File: src/rtl/hamming74_link_if.sv
// Hamming(7,4) link bundle: nibble-side TX handshake, serial TX/RX pins,
// decoded RX results and the error counter with its clear.
//   master : user logic / pin driver side (drives tx_data, tx_valid,
//            rx_sd, rx_frame, err_clr)
//   slave  : the link controller
interface hamming74_link_if #(
  parameter int ERR_CNT_W = 8
);
  logic [3:0]           tx_data;
  logic                 tx_valid;
  logic                 tx_ready;
  logic                 tx_sd;
  logic                 tx_frame;
  logic                 rx_sd;
  logic                 rx_frame;
  logic [3:0]           rx_data;
  logic [2:0]           rx_syndrome;
  logic                 rx_corrected;
  logic                 rx_valid;
  logic [ERR_CNT_W-1:0] err_count;
  logic                 err_clr;

  modport master (
    output tx_data, tx_valid, rx_sd, rx_frame, err_clr,
    input  tx_ready, tx_sd, tx_frame, rx_data, rx_syndrome,
           rx_corrected, rx_valid, err_count
  );

  modport slave (
    input  tx_data, tx_valid, rx_sd, rx_frame, err_clr,
    output tx_ready, tx_sd, tx_frame, rx_data, rx_syndrome,
           rx_corrected, rx_valid, err_count
  );
endinterface

File: src/rtl/hamming74_link_ctrl.sv
// Hamming(7,4) serial link controller.
// TX: accepts a nibble on tx_valid/tx_ready, encodes it and shifts the
//     7-bit codeword out LSB-first on tx_sd while tx_frame is high.
//     Back-to-back nibbles produce a gapless frame stream.
// RX: collects framed bits from rx_sd into 7-bit words, corrects single-bit
//     errors and reports rx_data/rx_syndrome/rx_corrected with an rx_valid
//     pulse; err_count saturates and counts words with a nonzero syndrome.
// Ports: clk, rst_n (async active-low), link (hamming74_link_if.slave).
module hamming74_link_ctrl #(
  parameter int ERR_CNT_W = 8
) (
  input  logic             clk,
  input  logic             rst_n,
  hamming74_link_if.slave  link
);

  localparam logic [0:0] IDLE  = 1'b0;
  localparam logic [0:0] SHIFT = 1'b1;

  // ---------------------------------------------------------------- TX
  logic [0:0] tx_state;
  logic [2:0] tx_cnt;
  logic [5:0] tx_shreg;   // codeword bits still to be sent after tx_sd
  logic       tx_sd_q;
  logic [6:0] tx_cw;
  logic       tx_last;
  logic       tx_load;

  assign tx_cw = {link.tx_data[3],
                  link.tx_data[2],
                  link.tx_data[1],
                  link.tx_data[1] ^ link.tx_data[2] ^ link.tx_data[3],
                  link.tx_data[0],
                  link.tx_data[0] ^ link.tx_data[2] ^ link.tx_data[3],
                  link.tx_data[0] ^ link.tx_data[1] ^ link.tx_data[3]};

  // The last bit of a frame is on the wire: accept the next nibble now so
  // its cw[0] follows with no gap.
  assign tx_last       = (tx_state == SHIFT) && (tx_cnt == 3'd6);
  assign link.tx_ready = (tx_state == IDLE) || tx_last;
  assign tx_load       = link.tx_valid && link.tx_ready;

  // NOTE: sequential state uses non-blocking assignments so every register
  // samples pre-edge values regardless of statement order.
  always_ff @(posedge clk or negedge rst_n) begin
    if (!rst_n) begin
      tx_state <= IDLE;
      tx_cnt   <= 3'd0;
      tx_shreg <= 6'd0;
      tx_sd_q  <= 1'b0;
    end else if (tx_load) begin
      tx_state <= SHIFT;
      tx_cnt   <= 3'd0;
      tx_shreg <= tx_cw[6:1];
      tx_sd_q  <= tx_cw[0];
    end else if (tx_state == SHIFT) begin
      if (tx_last) begin
        tx_state <= IDLE;
        tx_cnt   <= 3'd0;
        tx_sd_q  <= 1'b0;
      end else begin
        tx_cnt   <= tx_cnt + 3'd1;
        tx_sd_q  <= tx_shreg[0];
        tx_shreg <= {1'b0, tx_shreg[5:1]};
      end
    end
  end

  assign link.tx_sd    = tx_sd_q;
  assign link.tx_frame = (tx_state == SHIFT);

  // ---------------------------------------------------------------- RX
  logic [2:0]           rx_cnt;
  logic [5:0]           rx_shreg;   // r0..r5 of the word being collected
  logic [6:0]           rx_word;
  logic [2:0]           rx_syn;
  logic [3:0]           rx_fixed;
  logic                 rx_done;
  logic                 err_inc;
  logic [3:0]           rx_data_q;
  logic [2:0]           rx_syn_q;
  logic                 rx_corr_q;
  logic                 rx_valid_q;
  logic [ERR_CNT_W-1:0] err_q;

  // r6 is taken straight from the pin so the word decodes on its last bit.
  assign rx_word = {link.rx_sd, rx_shreg};
  assign rx_done = link.rx_frame && (rx_cnt == 3'd6);

  assign rx_syn = {rx_word[0] ^ rx_word[2] ^ rx_word[4] ^ rx_word[6],
                   rx_word[1] ^ rx_word[2] ^ rx_word[5] ^ rx_word[6],
                   rx_word[3] ^ rx_word[4] ^ rx_word[5] ^ rx_word[6]};

  // NOTE: default assignment first keeps this block purely combinational
  // (no latch) for syndromes that leave the data untouched.
  always_comb begin
    rx_fixed = {rx_word[6], rx_word[5], rx_word[4], rx_word[2]};
    case (rx_syn)
      3'b110:  rx_fixed[0] = ~rx_fixed[0];
      3'b101:  rx_fixed[1] = ~rx_fixed[1];
      3'b011:  rx_fixed[2] = ~rx_fixed[2];
      3'b111:  rx_fixed[3] = ~rx_fixed[3];
      default: ;  // error (if any) sits in a parity bit
    endcase
  end

  assign err_inc = rx_done && (rx_syn != 3'b000);

  // NOTE: the collection register is deliberately not reset; every position
  // is rewritten before a word can complete, so stale bits are never used.
  always_ff @(posedge clk) begin
    if (link.rx_frame && (rx_cnt != 3'd6)) begin
      rx_shreg[rx_cnt] <= link.rx_sd;
    end
  end

  always_ff @(posedge clk or negedge rst_n) begin
    if (!rst_n) begin
      rx_cnt     <= 3'd0;
      rx_data_q  <= 4'd0;
      rx_syn_q   <= 3'd0;
      rx_corr_q  <= 1'b0;
      rx_valid_q <= 1'b0;
    end else begin
      rx_valid_q <= rx_done;
      if (!link.rx_frame) begin
        rx_cnt <= 3'd0;             // drop any partial word
      end else if (rx_done) begin
        rx_cnt    <= 3'd0;
        rx_data_q <= rx_fixed;
        rx_syn_q  <= rx_syn;
        rx_corr_q <= (rx_syn != 3'b000);
      end else begin
        rx_cnt <= rx_cnt + 3'd1;
      end
    end
  end

  // Clear wins over the old count but not over a simultaneous new error.
  always_ff @(posedge clk or negedge rst_n) begin
    if (!rst_n) begin
      err_q <= '0;
    end else if (link.err_clr) begin
      err_q <= {{(ERR_CNT_W-1){1'b0}}, err_inc};
    end else if (err_inc && !(&err_q)) begin
      err_q <= err_q + ERR_CNT_W'(1);
    end
  end

  assign link.rx_data      = rx_data_q;
  assign link.rx_syndrome  = rx_syn_q;
  assign link.rx_corrected = rx_corr_q;
  assign link.rx_valid     = rx_valid_q;
  assign link.err_count    = err_q;

endmodule

File: src/flat_wrapper.sv
// flat-port wrapper written by rule: the top's interface ports become plain ports
module hamming74_link_ctrl_flat 
#(
  parameter int ERR_CNT_W = 8
)
  (clk, rst_n, link_tx_data, link_tx_valid, link_rx_sd, link_rx_frame, link_err_clr, link_tx_ready, link_tx_sd, link_tx_frame, link_rx_data, link_rx_syndrome, link_rx_corrected, link_rx_valid, link_err_count);
  hamming74_link_if #(.ERR_CNT_W(ERR_CNT_W)) link_i ();
  input  logic clk;
  input  logic rst_n;
  input wire logic [$bits(link_i.tx_data)-1:0] link_tx_data;
  input wire logic [$bits(link_i.tx_valid)-1:0] link_tx_valid;
  input wire logic [$bits(link_i.rx_sd)-1:0] link_rx_sd;
  input wire logic [$bits(link_i.rx_frame)-1:0] link_rx_frame;
  input wire logic [$bits(link_i.err_clr)-1:0] link_err_clr;
  output wire logic [$bits(link_i.tx_ready)-1:0] link_tx_ready;
  output wire logic [$bits(link_i.tx_sd)-1:0] link_tx_sd;
  output wire logic [$bits(link_i.tx_frame)-1:0] link_tx_frame;
  output wire logic [$bits(link_i.rx_data)-1:0] link_rx_data;
  output wire logic [$bits(link_i.rx_syndrome)-1:0] link_rx_syndrome;
  output wire logic [$bits(link_i.rx_corrected)-1:0] link_rx_corrected;
  output wire logic [$bits(link_i.rx_valid)-1:0] link_rx_valid;
  output wire logic [$bits(link_i.err_count)-1:0] link_err_count;
  assign link_i.tx_data = link_tx_data;
  assign link_i.tx_valid = link_tx_valid;
  assign link_i.rx_sd = link_rx_sd;
  assign link_i.rx_frame = link_rx_frame;
  assign link_i.err_clr = link_err_clr;
  assign link_tx_ready = link_i.tx_ready;
  assign link_tx_sd = link_i.tx_sd;
  assign link_tx_frame = link_i.tx_frame;
  assign link_rx_data = link_i.rx_data;
  assign link_rx_syndrome = link_i.rx_syndrome;
  assign link_rx_corrected = link_i.rx_corrected;
  assign link_rx_valid = link_i.rx_valid;
  assign link_err_count = link_i.err_count;
  hamming74_link_ctrl #(.ERR_CNT_W(ERR_CNT_W)) u_core (.clk(clk), .rst_n(rst_n), .link(link_i));
endmodule
File: config.mk
export PLATFORM = sky130hd
export DESIGN_NAME = hamming74_link_ctrl_flat
export DESIGN_NICKNAME = d
export VERILOG_FILES = /design/src/rtl/hamming74_link_if.sv /design/src/rtl/hamming74_link_ctrl.sv /design/src/flat_wrapper.sv
export SDC_FILE = /design/constraint.sdc
export NUM_CORES = 1
export LEC_CHECK = 0
export CAP_MARGIN = 5
export CORE_AREA = 2 2 45 88
export DETAILED_ROUTE_END_ITERATION = 16
export DIE_AREA = 0 0 47 90
export HOLD_SLACK_MARGIN = 0.1
export PLACE_DENSITY = 0.8
export REMOVE_ABC_BUFFERS = 1
export SETUP_SLACK_MARGIN = 0.2
export SLEW_MARGIN = 20
export SYNTH_ARGS = -nofsm -noshare
export SYNTH_HDL_FRONTEND = slang
export SYNTH_SLANG_ARGS = --single-unit
File: constraint.sdc
create_clock -name clk -period 4.8 [get_ports clk]
set_input_delay 0.48 -clock clk [delete_from_list [all_inputs] [get_ports clk]]
set_output_delay 0.48 -clock clk [all_outputs]
set_load 0.1 [all_outputs]
---- Yosys cells after proc, flatten, opt, wreduce, memory -nomap -nowiden ----
Index checks and enable logic that the tools add are counted.
word-level totals
  register bits after elaboration ......... 37
  latch bits .............................. 0
  memory bits (writable) .................. 0
  ROM bits ................................ 0
  input bits .............................. 10
  output and inout bits ................... 20
  logic and storage cells ................. 82
  memories ................................ 0
operators by class
  add/sub/neg operators ................... 3
  multiply operators ...................... 0
  div/mod/pow operators ................... 0
  magnitude comparators ................... 2
  equal/unequal tests ..................... 8
  shift-type cells ........................ 0
  mux-type cells .......................... 23
  bitwise operators ....................... 20
  reductions and logical operators ........ 15
operators by type and width
  cell                                                                number
  2-to-1 mux 6 bit                                                    3
  2-to-1 mux 8 bit                                                    2
  equality test 3 bit (second input constant)                         5
  2-to-1 mux 3 bit                                                    5
  bitwise XOR 1 bit                                                   15
  2-to-1 mux 1 bit                                                    11
  adder 8 x 1 -> 8 bit (second input constant)                        1
  AND reduction 8 bit                                                 1
  logical AND 1 bit                                                   7
  adder 3 x 1 -> 3 bit (second input constant)                        2
  bitwise mux 6 bit                                                   1
  inverter 1 bit                                                      5
  less-than comparator 3 x 4 -> 1 bit (second input constant)         1
  AND reduction 2 bit                                                 2
  nonzero test 2 bit                                                  2
  demux 1 bit (select 3 bit)                                          1
  equality test 3 x 2 -> 1 bit (second input constant)                1
  greater-or-equal comparator 3 x 1 -> 1 bit (second input constant)  1
  != test 3 bit (second input constant)                               1
  nonzero test 3 bit                                                  1
  != test 2 bit (second input constant)                               1
  zero test 1 bit                                                     1
  logical OR 1 bit                                                    1

---- Depth between registers and ports, before layout ----
  depth after elaboration ................. 8
  depth in mapped cells ................... 8
  depth with buffers taken out ............ 7

---- Worst setup path before layout ----
OpenSTA, ideal clock, no wires.
  path kind ............................... register to register
  start point ............................. reg u_core.err_q[0] (netlist: u_core.link.err_count[0])
  end point ............................... reg u_core.err_q[7] (netlist: u_core.link.err_count[7])
  library setup time ...................... 0.077 ns
  data arrival time ....................... 2.444 ns
  data required time ...................... 4.723 ns
  setup slack ............................. 2.278 ns
  cell stages (with the launch flop) ...... 7
  path buffers ............................ 0
  clock period less this slack ............ 2.522 ns
  cells stage by stage .................... dfrtp_1 > ha_1 > nand3_1 > nor2_8 > or3_2 > or4_1 > a21oi_1
on the way
  cells in the longest elaborated chain, start to end .. 4
  elaborated cells on any way between the ends .. 7
  classes of those cells .................. 1 x add/sub; 2 x mux; 4 x reduce/logical
RTL lines
  element                                                       RTL line                    RTL
  from (decl)                                                   hamming74_link_ctrl.sv:84   logic [ERR_CNT_W-1:0] err_q;
  from (signal assigned)                                        hamming74_link_ctrl.sv:144  err_q <= {{(ERR_CNT_W-1){1'b0}}, err_inc};
  from (signal assigned)                                        hamming74_link_ctrl.sv:146  err_q <= err_q + ERR_CNT_W'(1);
  branches (longest 4 deep; another with adder 8 x 1 -> 8 bit)  --
Several ways; the timed one is not identified. The select of a mux whose other input is x is not followed.
A chain may end at the register's enable or synchronous reset.

---- Worst setup path in the final report ----
  start point ............................. reg u_core.tx_cnt[0]
  end point ............................... out link_tx_ready
on the way
  cells in the longest elaborated chain, start to end .. 3
RTL lines
  element                 RTL line                   RTL
  from (decl)             hamming74_link_ctrl.sv:22  logic [2:0] tx_cnt;
  from (signal assigned)  hamming74_link_ctrl.sv:62  tx_cnt <= tx_cnt + 3'd1;
  equality test 3 bit     hamming74_link_ctrl.sv:39  assign tx_last = (tx_state == SHIFT) && (tx_cnt == 3'd6);
  logical AND 1 bit       hamming74_link_ctrl.sv:39
  logical OR 1 bit        hamming74_link_ctrl.sv:40  assign link.tx_ready = (tx_state == IDLE) || tx_last;
  to (decl)               flat_wrapper.sv:15         output wire logic [$bits(link_i.tx_ready)-1:0] link_tx_ready;
Every way passes these cells.

==> impl_summary.txt <==
----------------------------------------------------
[Power and ir drop]
  Pwr dens ... 405 nW/um2
  Switching power total ... about 0.38 mW
  Clock group share of total power ... 21.7%
  VDD IR max ... between 0.3 and 0.4 mV
  Proportion of power drawn by combinational gates ... approximately 36%
  Internal power consumption ... 0.562 mW
  Net Sw Frac ... between 40% and 50%
  Share of total power in sequential cells ... 42.2%
  Total power draw ... around 0.94 mW
  Leak Pwr ... approximately 1 nW

[Global route]
  Global-route wire length before repair ... a little over 6 mm
  Number of global-route vias before repair ... approximately 1500
  Initial antenna violation count ... 0
  Grt total ovfl ... 0
  Largest net degree at the start of global routing ... 32
  Total routing resource utilization after global routing ... about a fifth

[Hold path]
  Type of the most critical hold path ... reg -> reg

[CTS]
  CTS tree ... yes
  Clock tree buffer depth ... 2
  CTS H-tree lvls ... 2
  Cell at the root of the clock tree ... clkbuf_8
  Clock-pin slew of the registers on the worst-case setup and hold paths ... roughly 0.07 ns
  Clock network latency to the later pin of the worst-skew pair ... 0.29 ns
  Number of sinks driven by the clock tree ... 37
  Count of hold-fix buffers inserted at cts ... 0
  Post-CTS resize count ... 0
  Setup bufs post-CTS ... 0
  Number of clock buffers inserted by TritonCTS ... 5

[Cells and area]
  Area growth from synthesis to final layout ... 21.4%
  Fill cell instance count of the final layout ... between 300 and 400
  Total area of sequential cells ... between 900 and 1000 um2
  Share of final-layout standard cells stronger than drive strength 1 ... under 10%
  Area of the multi-input gates ... just over 900 um2
  Diode count ... 0
  Number of nets in the layout ... approximately 230

[Logic synthesis]
  Main synth FF type ... dfrtp_1
  Yosys top cell by area ... dfrtp_1
  Post-synth EDFFs ... 6
  Average instance area after synthesis ... 10.5 um2
  Netlist Area Pre-Place ... about 1900 um2
  Synth top area cells ... dfrtp_1, edfxtp_1, xnor2_1
  Sequential share of the synthesized area ... between 40% and 50%
  Fraction of registers with async set/reset ... a little over four fifths
  Proportion of netlist area held by the largest area contributor ... 40.4%
  Cells after Synth ... 182
  Number of register bits inferred by synthesis ... 37
  Yosys warnings ... 0
  Count of different cell masters after synthesis ... 40

[Floorplanning]
  X dimension of the die ... 47 um
  Row cnt ... 31
  Core outline area ... between 3000 and 4000 um2
  Initial standard-cell utilization of the core ... between 50% and 60%
  Area of the die ... around 4200 um2
  I/O pin count ... 30
  Die Ht ... 90 um

[Timing]
  RSZ-0062 raised after global routing ... no
  Clock Skews ... between 0.005 and 0.006 ns
  Final setup vio count ... 0
  Sum of negative setup slack ... 0 ns
  Worst Tran Pin Value ... between 0.9 and 1 ns
  Max-Slew Margin vs Limit ... 34.5%
  Final count of hold timing violations ... 0
  Min Tclk post-route ... between 3 and 4 ns
  Final period util ... approximately 64%
  Worst setup slack after layout ... approximately 1.7 ns
  Max Freq ... between 300 and 400 MHz
  Number of pins with negative max-slew slack in the final report ... 0

[Route]
  Number of design rule violations left after detail routing ... 0
  Total iterations of the first detailed-routing run ... 4
  Remaining antenna violation count ... 0
  Via density per instance ... 5.44
  Initial detailed-routing violation count ... 30
  Routed len/inst ... 14.3 um
  Via count ... roughly 1400
  Wire length reported by the detailed router ... 3.77 mm

[Setup path]
  Type of the worst setup path ... reg -> out
  Arrival time worst endpoint ... around 2.6 ns
  Highest net fanout along the worst path ... 11
  Critical path required time ... between 4 and 5 ns
  Setup crit end kind ... output pin
  Startpoint type of the worst setup path ... flop

[Placement]
  Weighted congestion reported at the end of routability-driven placement ... about 0.8
  Port buffer count ... 29
  Setup slack after placement ... about 1.9 ns
  DPL Wire Length ... between 2 and 3 mm

[Flow run]
  Max Cap Viol ... 0

[Outcome]
  Outcome ... finished clean

----------------------------------------------------
==> path summary, 6_finish.rpt <==
path	startpoint	endpoint	cells past startpoint	slack, ns
worst max-delay path	u_core.tx_cnt[0]	link_tx_ready	6	1.74
worst min-delay path	u_core.link.rx_data[1]	u_core.link.rx_data[1]	2	0.49
worst max register to register	u_core.rx_cnt[0]	u_core.link.err_count[7]	6	2.22
worst min register to register	u_core.link.rx_data[1]	u_core.link.rx_data[1]	2	0.49
max in group asynchronous	rst_n	u_core.link.err_count[7]	2	3.95
min in group asynchronous	rst_n	u_core.link.err_count[4]	2	0.58
==> layout by cell type, fill, tap and decap left out, drive strengths merged, types with 2 or more instances in the layout <==
master          n
or3             3
clkbuf          6
inv             5
and2b           2
nor3b           3
edfxtp          6
nand2b          7
xnor2          11
nor3            8
mux2            3
clkinv          2
xor2            4
a21oi           4
dfrtp          31
or4             2
nand3           7
nor2b           2
nor2           16
clkdlybuf4s50  29
nand4           2
nand2          21
ha              5
mux2i           8
o21ai          16
==> routing by layer <==
layer	GRT usage (%)	vias up	share of wire, %
met5	0	-	0
met4	9.95	0	1.8
met3	5.02	7	3.4
met2	36.0	31	61
met1	19.8	703	34
li1	-	690	-
==> synth_stat cells (all sizes together) (5+ instances only) <==
master,count
nand2,21
xnor2,11
inv,5
edfxtp,6
o21ai,16
mux2i,8
nor3,8
ha,5
nand2b,7
nand3,7
nor2,16
dfrtp,31
==> state kept, by name, summed over array words and instances (netlist names) <==
register                  flops
u_core.link.rx_data           4
u_core.link.rx_corrected      1
u_core.link.tx_sd             1
u_core.tx_cnt                 3
u_core.link.err_count         8
u_core.rx_shreg               6
u_core.link.rx_syndrome       3
u_core.link.tx_frame          1
u_core.link.rx_valid          1
u_core.rx_cnt                 3
u_core.tx_shreg               6
==> critical path, cell delays in order, from the launching register on <==
cell,delay [ns]
dfrtp_1,0.41
inv_1,0.07
ha_1,0.16
nand2_1,0.05
and2_1,0.25
inv_1,0.21
clkdlybuf4s50_1,1.17
==> area by class of cell <==
type / instances / area share, %
multi-input combinational: 134 / 39.2
inverter: 5 / 0.806
clock buffer: 6 / 3.12
clock inverter: 2 / 0.430
timing repair buffer: 30 / 12.8
tap: 49 / 2.63
sequential: 37 / 41.1
==> power by group through the flow <==
stage,sequential (mW),combinational [mW],clock (mW)
after floorplan,0.522,0.131,0
after global placement,0.401,0.331,0
after detailed placement,0.405,0.343,0
after CTS,0.399,0.344,0.210
after global routing,0.404,0.369,0.222
final,0.398,0.340,0.205
==> per-stage QoR <==
stage / hold slack [ns] / util, % / area [um2] / cells
6_report: 0.485 / 65.3 / 2330 / 263
5_1_grt: 0.509 / 65.3 / 2330 / 263
4_1_cts: 0.489 / 65.3 / 2330 / 263
3_5_place_dp: 0.473 / 62.9 / 2250 / 255
3_3_place_gp: 0.467 / 62.9 / 2250 / 255
2_1_floorplan: 0.184 / - / 1890 / 176
==> cells by family after synthesis <==
logic type	Yosys count	share of synthesized area [%]
xor+xnor	16	8.41
simple gates	76	21.5
fa+ha+maj	5	3.26
flops	37	49.8
buf+inv	11	2.61
mux	11	6.52
compound gates	26	7.83
Note: power is estimated with default switching activity, not from simulation.
